--- src/rtl/axil_mux.sv ---
// axil_mux: N-to-1 AXI4-Lite multiplexer.
// slot_num_p initiators share one responder port. The write path (AW/W/B) and
// the read path (AR/R) each have their own round-robin arbiter and allow one
// outstanding transaction. Grants are registered, so a request reaches the
// responder port one cycle after it is first seen while the path is idle.
//
// Packed bus layouts, listed from the LSB upwards:
//   mosi: rready, arvalid, araddr, bready, wvalid, wstrb, wdata, awvalid, awaddr
//   miso: rvalid, rresp, rdata, arready, bvalid, bresp, wready, awready
module axil_mux
  #(parameter int slot_num_p   = 2
  , parameter int addr_width_p = 32
  , parameter int data_width_p = 32
  , localparam int axil_mosi_bus_width_lp = 2*addr_width_p + data_width_p + data_width_p/8 + 5
  , localparam int axil_miso_bus_width_lp = data_width_p + 9
  )
  ( input  logic                                               clk_i
  , input  logic                                               reset_i
  , input  logic [slot_num_p-1:0][axil_mosi_bus_width_lp-1:0] s_axil_mux_i
  , output logic [slot_num_p-1:0][axil_miso_bus_width_lp-1:0] s_axil_mux_o
  , output logic [axil_mosi_bus_width_lp-1:0]                 m_axil_bus_o
  , input  logic [axil_miso_bus_width_lp-1:0]                 m_axil_bus_i
  );

  localparam int unsigned slots_lp = slot_num_p;
  localparam int strb_w_lp = data_width_p / 8;
  localparam int ptr_w_lp  = (slot_num_p > 1) ? $clog2(slot_num_p) : 1;

  // mosi field offsets
  localparam int mo_rready_lp  = 0;
  localparam int mo_arvalid_lp = 1;
  localparam int mo_araddr_lp  = 2;
  localparam int mo_bready_lp  = mo_araddr_lp + addr_width_p;
  localparam int mo_wvalid_lp  = mo_bready_lp + 1;
  localparam int mo_wstrb_lp   = mo_wvalid_lp + 1;
  localparam int mo_wdata_lp   = mo_wstrb_lp + strb_w_lp;
  localparam int mo_awvalid_lp = mo_wdata_lp + data_width_p;
  localparam int mo_awaddr_lp  = mo_awvalid_lp + 1;

  // miso field offsets
  localparam int mi_rvalid_lp  = 0;
  localparam int mi_rresp_lp   = 1;
  localparam int mi_rdata_lp   = 3;
  localparam int mi_arready_lp = mi_rdata_lp + data_width_p;
  localparam int mi_bvalid_lp  = mi_arready_lp + 1;
  localparam int mi_bresp_lp   = mi_bvalid_lp + 1;
  localparam int mi_wready_lp  = mi_bresp_lp + 2;
  localparam int mi_awready_lp = mi_wready_lp + 1;

  localparam logic [1:0] W_IDLE = 2'd0;
  localparam logic [1:0] W_REQ  = 2'd1;
  localparam logic [1:0] W_RESP = 2'd2;

  localparam logic [1:0] R_IDLE = 2'd0;
  localparam logic [1:0] R_ADDR = 2'd1;
  localparam logic [1:0] R_DATA = 2'd2;

  // Per-slot request fields
  logic [addr_width_p-1:0] s_awaddr  [slot_num_p];
  logic                    s_awvalid [slot_num_p];
  logic [data_width_p-1:0] s_wdata   [slot_num_p];
  logic [strb_w_lp-1:0]    s_wstrb   [slot_num_p];
  logic                    s_wvalid  [slot_num_p];
  logic                    s_bready  [slot_num_p];
  logic [addr_width_p-1:0] s_araddr  [slot_num_p];
  logic                    s_arvalid [slot_num_p];
  logic                    s_rready  [slot_num_p];

  // Responder response fields
  logic                    m_awready;
  logic                    m_wready;
  logic [1:0]              m_bresp;
  logic                    m_bvalid;
  logic                    m_arready;
  logic [data_width_p-1:0] m_rdata;
  logic [1:0]              m_rresp;
  logic                    m_rvalid;

  // Arbitration and FSM state
  logic [1:0]            wstate, rstate;
  logic [ptr_w_lp-1:0]   wr_ptr, rd_ptr;
  logic [ptr_w_lp-1:0]   wgnt, rgnt;
  logic                  aw_done, w_done;

  logic [slot_num_p-1:0] w_req, r_req;
  logic [ptr_w_lp-1:0]   w_pick, r_pick;
  logic                  aw_hs, w_hs, b_hs, ar_hs, r_hs;

  // First requesting slot at or after ptr, wrapping cyclically.
  function automatic logic [ptr_w_lp-1:0] rr_pick
    (input logic [slot_num_p-1:0] req, input logic [ptr_w_lp-1:0] ptr);
    int unsigned idx;
    logic        found;
    rr_pick = ptr;
    found   = 1'b0;
    for (int unsigned i = 0; i < slots_lp; i++) begin
      idx = 32'(ptr) + i;
      if (idx >= slots_lp) idx = idx - slots_lp;
      if (!found && req[idx]) begin
        found   = 1'b1;
        rr_pick = ptr_w_lp'(idx);
      end
    end
  endfunction

  // Slot after g, modulo slot_num_p.
  function automatic logic [ptr_w_lp-1:0] ptr_next(input logic [ptr_w_lp-1:0] g);
    if (32'(g) == slots_lp - 1) ptr_next = '0;
    else                        ptr_next = g + 1'b1;
  endfunction

  // Split the packed per-slot request buses into fields.
  always_comb begin
    for (int unsigned i = 0; i < slots_lp; i++) begin
      s_awaddr[i]  = s_axil_mux_i[i][mo_awaddr_lp +: addr_width_p];
      s_awvalid[i] = s_axil_mux_i[i][mo_awvalid_lp];
      s_wdata[i]   = s_axil_mux_i[i][mo_wdata_lp +: data_width_p];
      s_wstrb[i]   = s_axil_mux_i[i][mo_wstrb_lp +: strb_w_lp];
      s_wvalid[i]  = s_axil_mux_i[i][mo_wvalid_lp];
      s_bready[i]  = s_axil_mux_i[i][mo_bready_lp];
      s_araddr[i]  = s_axil_mux_i[i][mo_araddr_lp +: addr_width_p];
      s_arvalid[i] = s_axil_mux_i[i][mo_arvalid_lp];
      s_rready[i]  = s_axil_mux_i[i][mo_rready_lp];
    end
  end

  assign m_awready = m_axil_bus_i[mi_awready_lp];
  assign m_wready  = m_axil_bus_i[mi_wready_lp];
  assign m_bresp   = m_axil_bus_i[mi_bresp_lp +: 2];
  assign m_bvalid  = m_axil_bus_i[mi_bvalid_lp];
  assign m_arready = m_axil_bus_i[mi_arready_lp];
  assign m_rdata   = m_axil_bus_i[mi_rdata_lp +: data_width_p];
  assign m_rresp   = m_axil_bus_i[mi_rresp_lp +: 2];
  assign m_rvalid  = m_axil_bus_i[mi_rvalid_lp];

  // Request vectors and round-robin picks for both paths.
  always_comb begin
    w_req = '0;
    r_req = '0;
    for (int unsigned i = 0; i < slots_lp; i++) begin
      w_req[i] = s_awvalid[i];
      r_req[i] = s_arvalid[i];
    end
    w_pick = rr_pick(w_req, wr_ptr);
    r_pick = rr_pick(r_req, rd_ptr);
  end

  // Route the granted slot to the responder and back; everything else stays 0.
  always_comb begin
    m_axil_bus_o = '0;
    s_axil_mux_o = '0;
    aw_hs = 1'b0;
    w_hs  = 1'b0;
    b_hs  = 1'b0;
    ar_hs = 1'b0;
    r_hs  = 1'b0;

    if (wstate == W_REQ) begin
      m_axil_bus_o[mo_awaddr_lp +: addr_width_p] = s_awaddr[wgnt];
      m_axil_bus_o[mo_awvalid_lp]                = s_awvalid[wgnt] & ~aw_done;
      m_axil_bus_o[mo_wdata_lp +: data_width_p]  = s_wdata[wgnt];
      m_axil_bus_o[mo_wstrb_lp +: strb_w_lp]     = s_wstrb[wgnt];
      m_axil_bus_o[mo_wvalid_lp]                 = s_wvalid[wgnt] & ~w_done;
      s_axil_mux_o[wgnt][mi_awready_lp]          = m_awready & ~aw_done;
      s_axil_mux_o[wgnt][mi_wready_lp]           = m_wready & ~w_done;
      aw_hs = s_awvalid[wgnt] & ~aw_done & m_awready;
      w_hs  = s_wvalid[wgnt] & ~w_done & m_wready;
    end
    if (wstate == W_RESP) begin
      m_axil_bus_o[mo_bready_lp]         = s_bready[wgnt];
      s_axil_mux_o[wgnt][mi_bvalid_lp]   = m_bvalid;
      s_axil_mux_o[wgnt][mi_bresp_lp +: 2] = m_bresp;
      b_hs = m_bvalid & s_bready[wgnt];
    end

    if (rstate == R_ADDR) begin
      m_axil_bus_o[mo_araddr_lp +: addr_width_p] = s_araddr[rgnt];
      m_axil_bus_o[mo_arvalid_lp]                = s_arvalid[rgnt];
      s_axil_mux_o[rgnt][mi_arready_lp]          = m_arready;
      ar_hs = s_arvalid[rgnt] & m_arready;
    end
    if (rstate == R_DATA) begin
      m_axil_bus_o[mo_rready_lp]                     = s_rready[rgnt];
      s_axil_mux_o[rgnt][mi_rvalid_lp]               = m_rvalid;
      s_axil_mux_o[rgnt][mi_rdata_lp +: data_width_p] = m_rdata;
      s_axil_mux_o[rgnt][mi_rresp_lp +: 2]           = m_rresp;
      r_hs = m_rvalid & s_rready[rgnt];
    end
  end

  // Write path: grant, collect AW and W in any order, then forward B.
  always_ff @(posedge clk_i or posedge reset_i) begin
    if (reset_i) begin
      wstate  <= W_IDLE;
      wr_ptr  <= '0;
      wgnt    <= '0;
      aw_done <= 1'b0;
      w_done  <= 1'b0;
    end else begin
      case (wstate)
        W_IDLE: begin
          if (|w_req) begin
            wgnt   <= w_pick;
            wstate <= W_REQ;
          end
        end
        W_REQ: begin
          // A flag that is already set or fires this cycle both count as done.
          if ((aw_done | aw_hs) && (w_done | w_hs)) begin
            wstate  <= W_RESP;
            aw_done <= 1'b0;
            w_done  <= 1'b0;
          end else begin
            if (aw_hs) aw_done <= 1'b1;
            if (w_hs)  w_done  <= 1'b1;
          end
        end
        W_RESP: begin
          if (b_hs) begin
            wstate <= W_IDLE;
            wr_ptr <= ptr_next(wgnt);
          end
        end
        default: wstate <= W_IDLE;
      endcase
    end
  end

  // Read path: grant, forward AR, then forward R.
  always_ff @(posedge clk_i or posedge reset_i) begin
    if (reset_i) begin
      rstate <= R_IDLE;
      rd_ptr <= '0;
      rgnt   <= '0;
    end else begin
      case (rstate)
        R_IDLE: begin
          if (|r_req) begin
            rgnt   <= r_pick;
            rstate <= R_ADDR;
          end
        end
        R_ADDR: begin
          if (ar_hs) rstate <= R_DATA;
        end
        R_DATA: begin
          if (r_hs) begin
            rstate <= R_IDLE;
            rd_ptr <= ptr_next(rgnt);
          end
        end
        default: rstate <= R_IDLE;
      endcase
    end
  end

endmodule
--- config.mk ---
export PLATFORM = sky130hd
export DESIGN_NAME = axil_mux
export DESIGN_NICKNAME = d
export VERILOG_FILES = /design/src/rtl/axil_mux.sv
export SDC_FILE = /design/constraint.sdc
export NUM_CORES = 1
export LEC_CHECK = 0
export CAP_MARGIN = 15
export CORE_AREA = 4 4 170 172
export CTS_CLUSTER_SIZE = 16
export DETAILED_ROUTE_END_ITERATION = 6
export DIE_AREA = 0 0 174 176
export SLEW_MARGIN = 40
export SYNTH_ARGS = -nofsm -noshare
export SYNTH_HDL_FRONTEND = slang
export SYNTH_SLANG_ARGS = --single-unit
--- constraint.sdc ---
create_clock -name clk_i -period 4.14 [get_ports clk_i]
set_input_delay 0.828 -clock clk_i [delete_from_list [all_inputs] [get_ports clk_i]]
set_output_delay 0.828 -clock clk_i [all_outputs]
set_load 0.02 [all_outputs]
==> flow_summary.yaml, run 1 <==
sta:
  fin_crit_ns: 3.345
  drv_slew: 0
  final_hold_viol_count: 0
  final.setup.tns_ns: 0
  worst_slack_ns: 0.7949
  worst_pin_slew_ns: 0.8249
  fmax_ghz: 0.2989
  fin_skew_ns: 0.0003764
  setup_viol: 0
  rsz0062_at_grt: "no"
  final.period_utilization_pct: 80.80
  max_slew_margin_pct: 45.00
clocking:
  root_buffer: "clkbuf_16"
  htreeDepth: 1
  cts_buffer_depth: 2
  clock_latency_ns: 0.24
  cts_repair_resize_count: 0
  clk_transition_reported_paths_ns: 0.05
  cts_tree: "yes"
  cts_buffers: 3
  clock_sinks: 10
  ctsHoldBuffers: 0
  postCtsSetupRepairBufs: 0
global_routing:
  grt_pass1_wl_um: 24810
  grt_max_degree: 52
  antenna_found_initial: 0
  gr-total-overflow: 0
  grtUsageTotal_pct: 10.00
  grt_pass1_vias: 4325
placement:
  dpl.hpwl_um: 14820
  place_area_um2: 7417
  place_ws_ns: 0.7599
  gp_congestion: 0.8125
  port_buffers: 439
  dp.cells: 1143
route:
  vias: 4256
  dr.pass1.iters: 4
  totalWireLength_um: 16950
  wire_per_inst_um: 14.77
  viasPerCell: 3.711
  remaining_drc_errors: 0
  antenna_left: 0
  drt_iter0_markers: 75
synth:
  yosysTopAreaCell: "mux2i_1"
  ys_seq_area_share_pct: 9.398
  postSynth.asyncResetShare_pct: 100.0
  synth_common_cells: "nor2_1, mux2i_1, and2_1, buf_2, dfrtp_1"
  yosysUniqueCellTypes: 30
  synth_top_area_share_pct: 38.72
  yosysWarnings: 0
  synth-edff-count: 0
  synthCells: 379
  ys_ff_latch: 10
  synth.net_count: 632
  syn_area_um2: 2663
  synth.area.top_cells: "mux2i_1, and2_1, nor2_1"
  yosysMostFrequentCell: "nor2_1"
  ys.flop_type: "dfrtp_1"
  avgSynthCellArea_um2: 7.025
critical_path:
  setup.worst_path.end_class: "primary output"
  slowest_delay_ns: 0.96
  reg2reg_slack_ns: 2.10
  required_ns: 3.31
  crit_slowest_cell: "dfrtp_4"
  crit_chain: "buf_4 > mux2i_1 > nor2_1 > clkdlybuf4s50_1"
  reg2reg_depth: 3
  critPathMaxFanout: 51
  rr_startpoint: "wgnt"
  crit_buf_inv: 2
  critPathTopFamily: "flip-flops"
  cp.arrival_ns: 2.52
  start_kind: "register"
  crit_type: "register to primary output"
  timing.rr.end: "wstate[0]"
floorplanning:
  row_count: 61
  die_w_um: 174
  die_h_um: 176
  start_util_pct: 9.690
  coreArea_um2: 27480
  io_pins: 440
  die_area_um2: 30620
min_path:
  hold_end: "rd_ptr"
  min_from: "rgnt"
  min-delay-path-class: "register to register"
  whs_path_depth: 1
pwr:
  total_power_uw: 4064
  cellPowerDensity_nw_per_um2: 541.3
  leakage_uw: 0.003158
  ir_drop_v: 0.0002675
final_layout:
  layout.cells.non_filler: 1147
  n_fill_cell: 2959
  syn_to_final_growth_pct: 182.0
  num_antenna_cells: 0
  layout-drive-gt1-share_pct: 2.871
  nNetsFinal: 1055
  final_cell_area_um2: 7508
flow_run:
  drv_cap: 0
run_status:
  status: "completed"
through the flow:
stage | hold WS [ns] | util [%]
CTS | 0.4908 | 27.32
finish | 0.4881 | 27.33
floorplan | 0.4753 | -
detailed placement | 0.4846 | 26.99
global route | 0.5046 | 27.33
global placement | 0.4820 | 26.99
worst register-to-register path: cells and delay by family, from the launching register on:
kind | cells | cell delay (ns)
compound gates | 2 | 0.53
flops | 1 | 0.96
mux | 1 | 0.45
kinds of logic after synthesis:
family,share of synthesized area [%]
and+or+nand+nor,39.14
muxes,39.71
buffers and inverters,6.814
AOI/OAI and AO/OA,4.934
DFF,9.398
power by group:
part	switching [uW]	internal (uW)
Sequential	166	139
Combinational	1800	1760
Clock	53.9	146
sequential cells by signal, summed over array words and instances (netlist names):
| signal | count |
|---|---|
| aw_done | 1 |
| rd_ptr | 1 |
| rgnt | 1 |
| rstate | 2 |
| w_done | 1 |
| wgnt | 1 |
| wr_ptr | 1 |
| wstate | 2 |
cell usage in the layout, fill, tap and decap left out, drive strengths merged:
| cell | instances |
|---|---|
| clkdlybuf4s50 | 439 |
| nor2 | 109 |
| mux2i | 103 |
| and2 | 70 |
| buf | 12 |
| dfrtp | 10 |
| nor2b | 5 |
| a31oi | 5 |
| nand2 | 5 |
| and3 | 5 |
| a21oi | 4 |
| nor3b | 4 |
| clkbuf | 4 |
| nand2b | 4 |
| inv | 3 |
| o21ai | 3 |
| a31o | 2 |
| o32ai | 2 |
| nor4b | 2 |
| and4b | 2 |
| mux2 | 2 |
| nand3b | 1 |
| nor3 | 1 |
| a311oi | 1 |
| a41oi | 1 |
| nand4b | 1 |
| o22ai | 1 |
metal layers:
metal  GRT usage, %  wire (um)
met2          18.53       8544
met1          11.45       6717
met4         0.8908        112
met3          3.640       1572
met5              0          0
final cells by class:
class	count	area [um^2]	area share (%)
clock buffer	4	88.84	1.183
sequential	10	255.2	3.399
tap	346	432.9	5.766
timing repair buffer	451	4484	59.72
inverter	3	11.26	0.1500
multi-input combinational	333	2236	29.78
worst max path at each step:
stage                       from          endpoint  slack [ns]  cells after the start
6_report                    wgnt  m_axil_bus_o[52]        0.79                      4
5_1_grt                     wgnt  m_axil_bus_o[59]        0.67                      4
4_1_cts        s_axil_mux_i[177]  m_axil_bus_o[72]        0.74                      4
3_5_place_dp   s_axil_mux_i[177]  m_axil_bus_o[72]        0.76                      4
3_3_place_gp   s_axil_mux_i[177]  m_axil_bus_o[72]        0.78                      4
2_1_floorplan   m_axil_bus_i[39]  s_axil_mux_o[39]        1.77                      1
Note: power is estimated with default switching activity, not from simulation.
==> run 2: changes to the inputs <==
==> constraint.sdc (replaced) <==
create_clock -name clk_i -period 2.75 [get_ports clk_i]
set_input_delay 0.55 -clock clk_i [delete_from_list [all_inputs] [get_ports clk_i]]
set_output_delay 0.55 -clock clk_i [all_outputs]
set_load 0.02 [all_outputs]
==> run 2 against run 1 <==
  * Clock power rose by 48%
  * Count of clock-buffer cells in the layout stayed put
  * First-iteration DRC count increased by 47%
  * Final area increased by 1.5%
  * Combinational power up 57%
==> flow_summary.yaml, run 2 (synthesis results as in run 1) <==
placement:
  place_area_um2: 7527
  dpl.hpwl_um: 14750
  place_ws_ns: 0.1040
  port_buffers: 439
  gp_congestion: 0.7905
clocking:
  clock_latency_ns: 0.24
  clk_transition_reported_paths_ns: 0.04
  cts_buffers: 3
  cts_buffer_depth: 2
  cts_tree: "yes"
  clock_sinks: 10
  ctsHoldBuffers: 0
  root_buffer: "clkbuf_16"
  htreeDepth: 1
critical_path:
  setup.worst_path.end_class: "primary output"
  crit_chain: "buf_12 > mux2i_1 > nor2_1 > clkdlybuf4s50_1"
  slowest_delay_ns: 0.66
  crit_slowest_cell: "dfrtp_4"
  critPathMaxFanout: 24
  crit_type: "register to primary output"
  start_kind: "register"
  crit_buf_inv: 2
  cp.arrival_ns: 2.08
  critPathTopFamily: "buffers and inverters"
  required_ns: 2.20
final_layout:
  final_cell_area_um2: 7621
  nNetsFinal: 1062
  syn_to_final_growth_pct: 186.2
  layout_common_cells: "clkdlybuf4s50_1, nor2_1, mux2i_1, and2_1, buf_4"
  reg_top3: "rstate (2), wstate (2)"
  layout-drive-gt1-share_pct: 3.837
  final_core_util_pct: 27.74
  final_common_cell: "clkdlybuf4s50_1"
  num_antenna_cells: 0
sta:
  setup_viol: 0
  fmax_ghz: 0.3798
  final.period_utilization_pct: 95.75
  fin_crit_ns: 2.633
  worst_pin_slew_ns: 0.5357
  rsz0062_at_grt: "no"
  drv_slew: 0
  final_hold_viol_count: 0
  fin_skew_ns: 0.0001986
  worst_slack_ns: 0.1169
  whs_ns: 0.4809
  max_slew_margin_pct: 64.24
  final.setup.tns_ns: 0
route:
  met3_length_um: 1571
  wl_met2_um: 8557
  remaining_drc_errors: 0
  viasPerCell: 3.715
  wl_met1_um: 6680
  wire_per_inst_um: 14.66
  vias: 4287
  top_layer_used: "met4"
  totalWireLength_um: 16910
  drt_iter0_markers: 110
  antenna_left: 0
  dr.pass1.iters: 4
floorplanning:
  die_area_um2: 30620
  start_util_pct: 9.690
  coreArea_um2: 27480
  io_pins: 440
  die_w_um: 174
  row_count: 61
  die_h_um: 176
global_routing:
  grt_pass1_wl_um: 24580
  grtUsageTotal_pct: 9.988
  grt_pass1_vias: 4369
  antenna_found_initial: 0
  grt_max_degree: 38
  gr-total-overflow: 0
pwr:
  ir_drop_v: 0.0003793
  leakage_uw: 0.003253
  cellPowerDensity_nw_per_um2: 820.2
run_status:
  status: "completed"
flow_run:
  drv_cap: 0
min_path:
  min-delay-path-class: "register to register"
run 2: report_power, final:
| part | switching (uW) | leakage, uW | total (uW) | internal [uW] |
|---|---|---|---|---|
| registers | 161 | 0.000112 | 372 | 212 |
| logic | 2810 | 0.00310 | 5580 | 2770 |
| clock network | 75.9 | 0.0000442 | 295 | 219 |
| total | 3050 | 0.00325 | 6250 | 3200 |
run 2: routing by layer:
metal | vias up | global-route usage (%)
li1 | 2131 | -
met5 | - | 0
met4 | 0 | 1.089
met1 | 1897 | 11.37
met2 | 253 | 18.75
met3 | 6 | 3.298
run 2: through the flow:
step | cells | total power, uW
floorplan | 379 | 3301
global placement | 1150 | 6051
detailed placement | 1150 | 6018
CTS | 1154 | 6355
global route | 1154 | 6658
finish | 1154 | 6251
run 2: layout make-up:
| cell class | count | area (um^2) |
|---|---|---|
| fill | 2907 | 19860 |
| inverter | 3 | 11.26 |
| timing repair buffer | 458 | 4599 |
| clock buffer | 4 | 88.84 |
| sequential | 10 | 255.2 |
| multi-input combinational | 333 | 2233 |
| tap | 346 | 432.9 |
run 2: repair_timing:
action,CTS,global route
resized for setup,0,2
setup endpoints to repair,0,2
setup buffers,0,0
run 2: worst reg2reg max path: cells and delay by family, from the launching register on:
| family | cells | cell delay (ns) |
|---|---|---|
| compound gates | 2 | 0.50 |
| flops | 1 | 0.66 |
| buf+inv | 2 | 0.40 |
| mux | 1 | 0.32 |
run 2: final timing paths:
check,from,to,slack [ns],depth (start not counted)
max,wgnt,m_axil_bus_o[59],0.12,4
min,wstate[1],wstate[0],0.48,1
max reg2reg,wgnt,wstate[0],0.78,5
min reg2reg,wstate[1],wstate[0],0.48,1
max in group asynchronous,reset_i,wgnt,1.69,2
min in group asynchronous,reset_i,rd_ptr,0.65,2
==> run 3: changes to the inputs <==
--- a/config.mk
+++ b/config.mk
@@ -5,7 +5,6 @@
 export SDC_FILE = /design/constraint.sdc
 export NUM_CORES = 1
 export LEC_CHECK = 0
-export CAP_MARGIN = 15
 export CORE_AREA = 4 4 170 172
 export CTS_CLUSTER_SIZE = 16
 export DETAILED_ROUTE_END_ITERATION = 6
==> results of run 3 <==
Same layout as run 2: the final DEF is identical, and so are final timing and power.
==> edit 1: new RTL, config.mk and constraints of run 3 <==
Reset style: synchronous (`reset_i`), changed in 2 clocked blocks.
--- a/src/rtl/axil_mux.sv
+++ b/src/rtl/axil_mux.sv
@@ -190,5 +190,5 @@
 
   // Write path: grant, collect AW and W in any order, then forward B.
-  always_ff @(posedge clk_i or posedge reset_i) begin
+  always_ff @(posedge clk_i) begin
     if (reset_i) begin
       wstate  <= W_IDLE;
@@ -228,5 +228,5 @@
 
   // Read path: grant, forward AR, then forward R.
-  always_ff @(posedge clk_i or posedge reset_i) begin
+  always_ff @(posedge clk_i) begin
     if (reset_i) begin
       rstate <= R_IDLE;
Function: differs if reset_i is asserted again (counterexample within 4 cycles, from zero or initial values and one cycle with reset_i high); with reset_i held inactive, the same outputs for 4 cycles.
==> edit 1 against run 3 <==
  * Sequential cell count unchanged
  * Largest cell class unchanged
  * Synthesized area up 1.8%
  * Design area up 0.57%
  * Worst setup slack better by 0.028 ns
  * Clock skew about the same
  * Routed wire length up 3.5%
  * Sequential share of layout area down 0.67 points
  * Count of clock-buffer cells in the layout unchanged
Power is left out: it rests on default switching activity, and per cell area and clock period it moved more than threefold.
==> edit 1: results (changes against run 3) <==
stage	metric	value	unit	change
placed_design	dpl hpwl	15300	microns	was 14,700 microns
global_routing	GR Util All Layers	10.0	%	was 9.99%
hold_path	Worst Hold Depth	2		was 1
final_layout	share of cells above drive strength 1	4.04	%	was 3.84%
final_layout	fin nets	1071		was 1,062
placed_design	Placer Congestion	0.769		was 0.791
clock_tree	Post-CTS Resized	0		unchanged
critical_path	Reg-to-Reg Start	wgnt		unchanged
sta	Worst Skew	0.000361	ns	was 0.000199 ns
yosys	Synth area leaders	mux2i_1, and2_1, nor2_1		unchanged
route	vias per cell	3.63		was 3.71
critical_path	R2R setup slack	1.15	ns	was 0.78 ns
sta	Slew @ Worst Pin	0.510	ns	was 0.536 ns
route	WL/cell	15.0	microns	was 14.7 microns
route	DRT Wirelength	17500	microns	was 16,900 microns
yosys	Synth top cells by count	nor2_1, mux2i_1, and2_1, buf_2, dfxtp_1		was nor2_1, mux2i_1, and2_1, buf_2, dfrtp_1
critical_path	critical path's slowest cell	dfxtp_4		was dfrtp_4
sta	WHS	0.490	ns	was 0.481 ns
critical_path	FF-to-FF path depth	4		was 5
hold_path	hold path endpoint	wr_ptr		was wstate[0]
critical_path	Max stage delay on crit path	0.64	ns	was 0.66 ns
yosys	multiplexer area fraction after synthesis	39.9	%	was 39.7%
yosys	Mapped Cells	389		was 379
yosys	FFs w/ async S/R, synth	0	%	was 100%
critical_path	Critical Path Fanout Max	26		was 24
global_routing	initial antenna violation count	1		was 0
yosys	top_reg_cell synth	dfxtp_1		was dfrtp_1
global_routing	vias in the first global route	4173		was 4,369
yosys	Yosys cell types	37		was 30
yosys	Synth Area in Compound Gates	3.37	%	was 4.93%
hold_path	hold_sp	wr_ptr		was wstate[1]
yosys	sequential area share after synthesis	7.38	%	was 9.40%
placed_design	DP Cell Count	1159		was 1,150
critical_path	Critical R2R Capture	wstate[1]		was wstate[0]
run_status	status	finished clean		unchanged
edit 1: cell types whose count changed in the layout (fill, tap and decap cells not counted), sizes merged, moves of 3 or more:
cell	delta
nor2	+6
nand2b	+5
a31oi	-3
dfxtp	+10
dfrtp	-10
clkdlybuf4s50	+4
nor2b	-4
and3	-5
nor3	+7
edit 1: layer usage:
layer  GRT usage, %  wire length (microns)  up-vias
met4          0.759                     94        0
met2           18.9                   9220      160
met5              0                      0        -
li1               -                      -     2150
met1           12.4                   7130     1905
met3           1.80                   1060        8
edit 1: cell type report:
type,instances,area share (%)
timing repair buffer,458,60.2
tap,346,5.65
multi-input combinational,342,30.2
clock buffer,4,1.16
inverter,3,0.147
sequential,10,2.68
antenna,1,0.0326
edit 1: logic make-up after synthesis:
family | Yosys count
muxes | 107
AOI/OAI and AO/OA | 11
buffers and inverters | 37
DFF | 10
and+or+nand+nor | 224
edit 1: how the worst max path moves through the flow:
stage	start	end	slack, ns	cells after the start
after floorplan	wgnt	s_axil_mux_o[39]	0.66	4
after global placement	s_axil_mux_i[162]	m_axil_bus_o[57]	0.11	4
after detailed placement	s_axil_mux_i[162]	m_axil_bus_o[57]	0.13	4
after CTS	wgnt	m_axil_bus_o[94]	0.11	4
after global routing	wgnt	m_axil_bus_o[92]	0.01	4
final	wgnt	m_axil_bus_o[94]	0.14	4
edit 1: through the flow:
step / setup WS (ns) / instance area, sq um
global placement: 0.108 / 7570
global route: 0.0149 / 7660
CTS: 0.110 / 7660
detailed placement: 0.134 / 7570
finish: 0.144 / 7660
floorplan: 0.658 / 2710
edit 1: worst register-to-register path, cell delays in order (launching register included):
cell      delay, ns
dfxtp_4        0.64
mux2_4         0.38
a31oi_4        0.25
nand2b_1       0.14
a21oi_1        0.06
==> edit 2: new RTL, config.mk and constraints of run 3 <==
Made on the original files. Set the parameter `data_width_p` to 16 (it was 32).
--- a/src/rtl/axil_mux.sv
+++ b/src/rtl/axil_mux.sv
@@ -11,5 +11,5 @@
   #(parameter int slot_num_p   = 2
   , parameter int addr_width_p = 32
-  , parameter int data_width_p = 32
+  , parameter int data_width_p = 16
   , localparam int axil_mosi_bus_width_lp = 2*addr_width_p + data_width_p + data_width_p/8 + 5
   , localparam int axil_miso_bus_width_lp = data_width_p + 9
Ports: changed (resized m_axil_bus_i, m_axil_bus_o, s_axil_mux_i and s_axil_mux_o); port bits go from 440 to 338. No check against the original RTL was run, so the function may have changed too.
==> edit 2 against run 3 <==
  * Hold slack gained 0.075 ns
  * Routed wire length shrank 20%
  * Synthesized cell count shrank 20%
  * Synthesized area shrank 15%
  * Design area shrank 19%
  * First-iteration DRC count shrank 52%
  * Clock skew is essentially flat
  * Critical endpoint is now m_axil_bus_o[60]
  * Global-route usage shrank 1.9 points
  * Utilization shrank 5.4 points
  * Worst setup slack gained 0.015 ns
  * Sequential cell count is the same
  * Highest routed layer is now met5
  * Power shrank 21%
  * Final cell count shrank 15%
==> edit 2: results (changes against run 3) <==
stage	metric	value	unit	change
placed_design	IO Port Bufs	337		was 439
route	vias per cell	3.52		was 3.71
clock_tree	CTS Buf Count	3		unchanged
yosys	net count of the mapped netlist	506		was 632
critical_path	FF-to-FF path depth	4		was 5
critical_path	Max stage delay on crit path	0.65	ns	
critical_path	critical path's slowest cell	dfrtp_4		unchanged
global_routing	vias in the first global route	3516		was 4,369
final_layout	biggest regs	rstate (2), wstate (2)		unchanged
route	DRT iter0 DRCs	53		was 110
route	first-pass iteration count of the detailed router	4		unchanged
power	Worst VDD drop	0.000392	V	was 0.000379 V
sta	Worst Skew	0.000551	ns	was 0.000199 ns
route	wl on met1	4820	microns	was 6680 microns
critical_path	Reg-to-Reg Start	wgnt		unchanged
critical_path	Critical Path Fanout Max	30		was 24
route	routed wl met3	1760	microns	was 1570 microns
yosys	sequential area share after synthesis	11.1	%	was 9.40%
hold_path	Worst Hold Depth	2		was 1
global_routing	first-pass GRT wire length	19900	microns	was 24,600 microns
run_status	status	finished clean		unchanged
clock_tree	clock-pin slew on the worst setup and hold paths	0.04	ns	about the same
placed_design	dpl hpwl	11900	microns	was 14,700 microns
critical_path	Critical R2R Capture	wstate[1]		was wstate[0]
yosys	Synth top cells by count	nor2_1, mux2i_1, and2_1, buf_2, dfrtp_1		unchanged
yosys	FFs w/ async S/R, synth	100	%	unchanged
global_routing	largest net degree at the start of global routing	46		was 38
clock_tree	postcts setup bufs	0		unchanged
clock_tree	htree depth	1		unchanged
final_layout	share of cells above drive strength 1	5.18	%	was 3.84%
final_layout	FILL cells	3016		was 2,907
critical_path	R2R setup slack	0.85	ns	was 0.78 ns
yosys	Yosys cell types	38		was 30
final_layout	fin nets	839		was 1,062
hold_path	Worst Hold Class	register to register		unchanged
route	highest routed layer	met5		was met4
clock_tree	Skew-Pair Late Insertion Delay	0.24	ns	about the same
yosys	Synth warnings	0		unchanged
yosys	Synth area leaders	mux2i_1, nor2_1, dfrtp_1		was mux2i_1, and2_1, nor2_1
clock_tree	CTS root buffer	clkbuf_16		unchanged
hold_path	hold_sp	wr_ptr		was wstate[1]
critical_path	startpoint types	register		unchanged
global_routing	initial antenna violation count	4		was 0
sta	Worst slew margin	66.4	%	was 64.2%
placed_design	Placer Congestion	0.785		was 0.791
yosys	top_reg_cell synth	dfrtp_1		unchanged
hold_path	hold path endpoint	wr_ptr		was wstate[0]
clock_tree	Post-CTS Resized	0		unchanged
global_routing	GR Util All Layers	8.13	%	was 9.99%
clock_tree	Max Root-Sink Buffers	2		unchanged
power	leakage power	2.58	nW	was 3.25 nW
route	DRT Wirelength	13600	microns	was 16,900 microns
route	routed wl met2	6720	microns	was 8560 microns
critical_path	crit-path leading delay family	buffers and inverters		unchanged
critical_path	CP arrival	2.07	ns	
edit 2: worst register-to-register path, delay by kind of cell, from the launching register on:
family,cells,cell delay (ns)
AOI/OAI and AO/OA,2,0.48
buffers and inverters,1,0.28
DFF,1,0.70
muxes,1,0.34
edit 2: stage by stage:
stage	hold slack, ns	total power, W	instance area, sq um	worst slack (ns)	cells
finish	0.556	0.00491	6140	0.132	984
detailed placement	0.555	0.00467	6050	0.240	979
global route	0.598	0.00525	6140	0.0257	984
global placement	0.563	0.00468	6050	0.256	979
floorplan	0.390	0.00270	2260	0.997	305
CTS	0.561	0.00500	6140	0.114	983
edit 2: cell families (layout without fill, tap and decap cells):
logic type / after synthesis / count (layout) / synth area share [%]
and+or+nand+nor: 163 / 163 / 36.1
muxes: 87 / 87 / 38.9
buffers and inverters: 27 / 359 / 8.37
AOI/OAI and AO/OA: 18 / 18 / 5.55
DFF: 10 / 10 / 11.1
other: 0 / 1 / 0
edit 2: cell type report:
class / instances / area share [%]
Antenna cell: 1 / 0.0407
Timing Repair Buffer: 352 / 57.5
Multi-Input combinational cell: 268 / 29.6
Inverter: 3 / 0.183
Clock buffer: 4 / 1.45
Sequential cell: 10 / 4.16
Tap cell: 346 / 7.05
edit 2: worst max path at each step:
stage	endpoint	cells past startpoint
5_1_grt	m_axil_bus_o[46]	4
4_1_cts	m_axil_bus_o[60]	4
3_3_place_gp	s_axil_mux_o[23]	3
6_report	m_axil_bus_o[60]	4
3_5_place_dp	m_axil_bus_o[1]	4
2_1_floorplan	s_axil_mux_o[23]	3
edit 2: per-layer routing:
| metal | track usage [%] | vias up |
|---|---|---|
| li1 | - | 1708 |
| met1 | 8.04 | 1492 |
| met2 | 15.5 | 247 |
| met3 | 3.70 | 14 |
| met4 | 1.88 | 6 |
| met5 | 0 | - |
edit 2: report_power, final:
part           switching, W  leakage, nW  internal [W]
clock             0.0000771       0.0442      0.000220
sequential         0.000141        0.112      0.000208
combinational       0.00213         2.42       0.00214
total               0.00235         2.58       0.00256
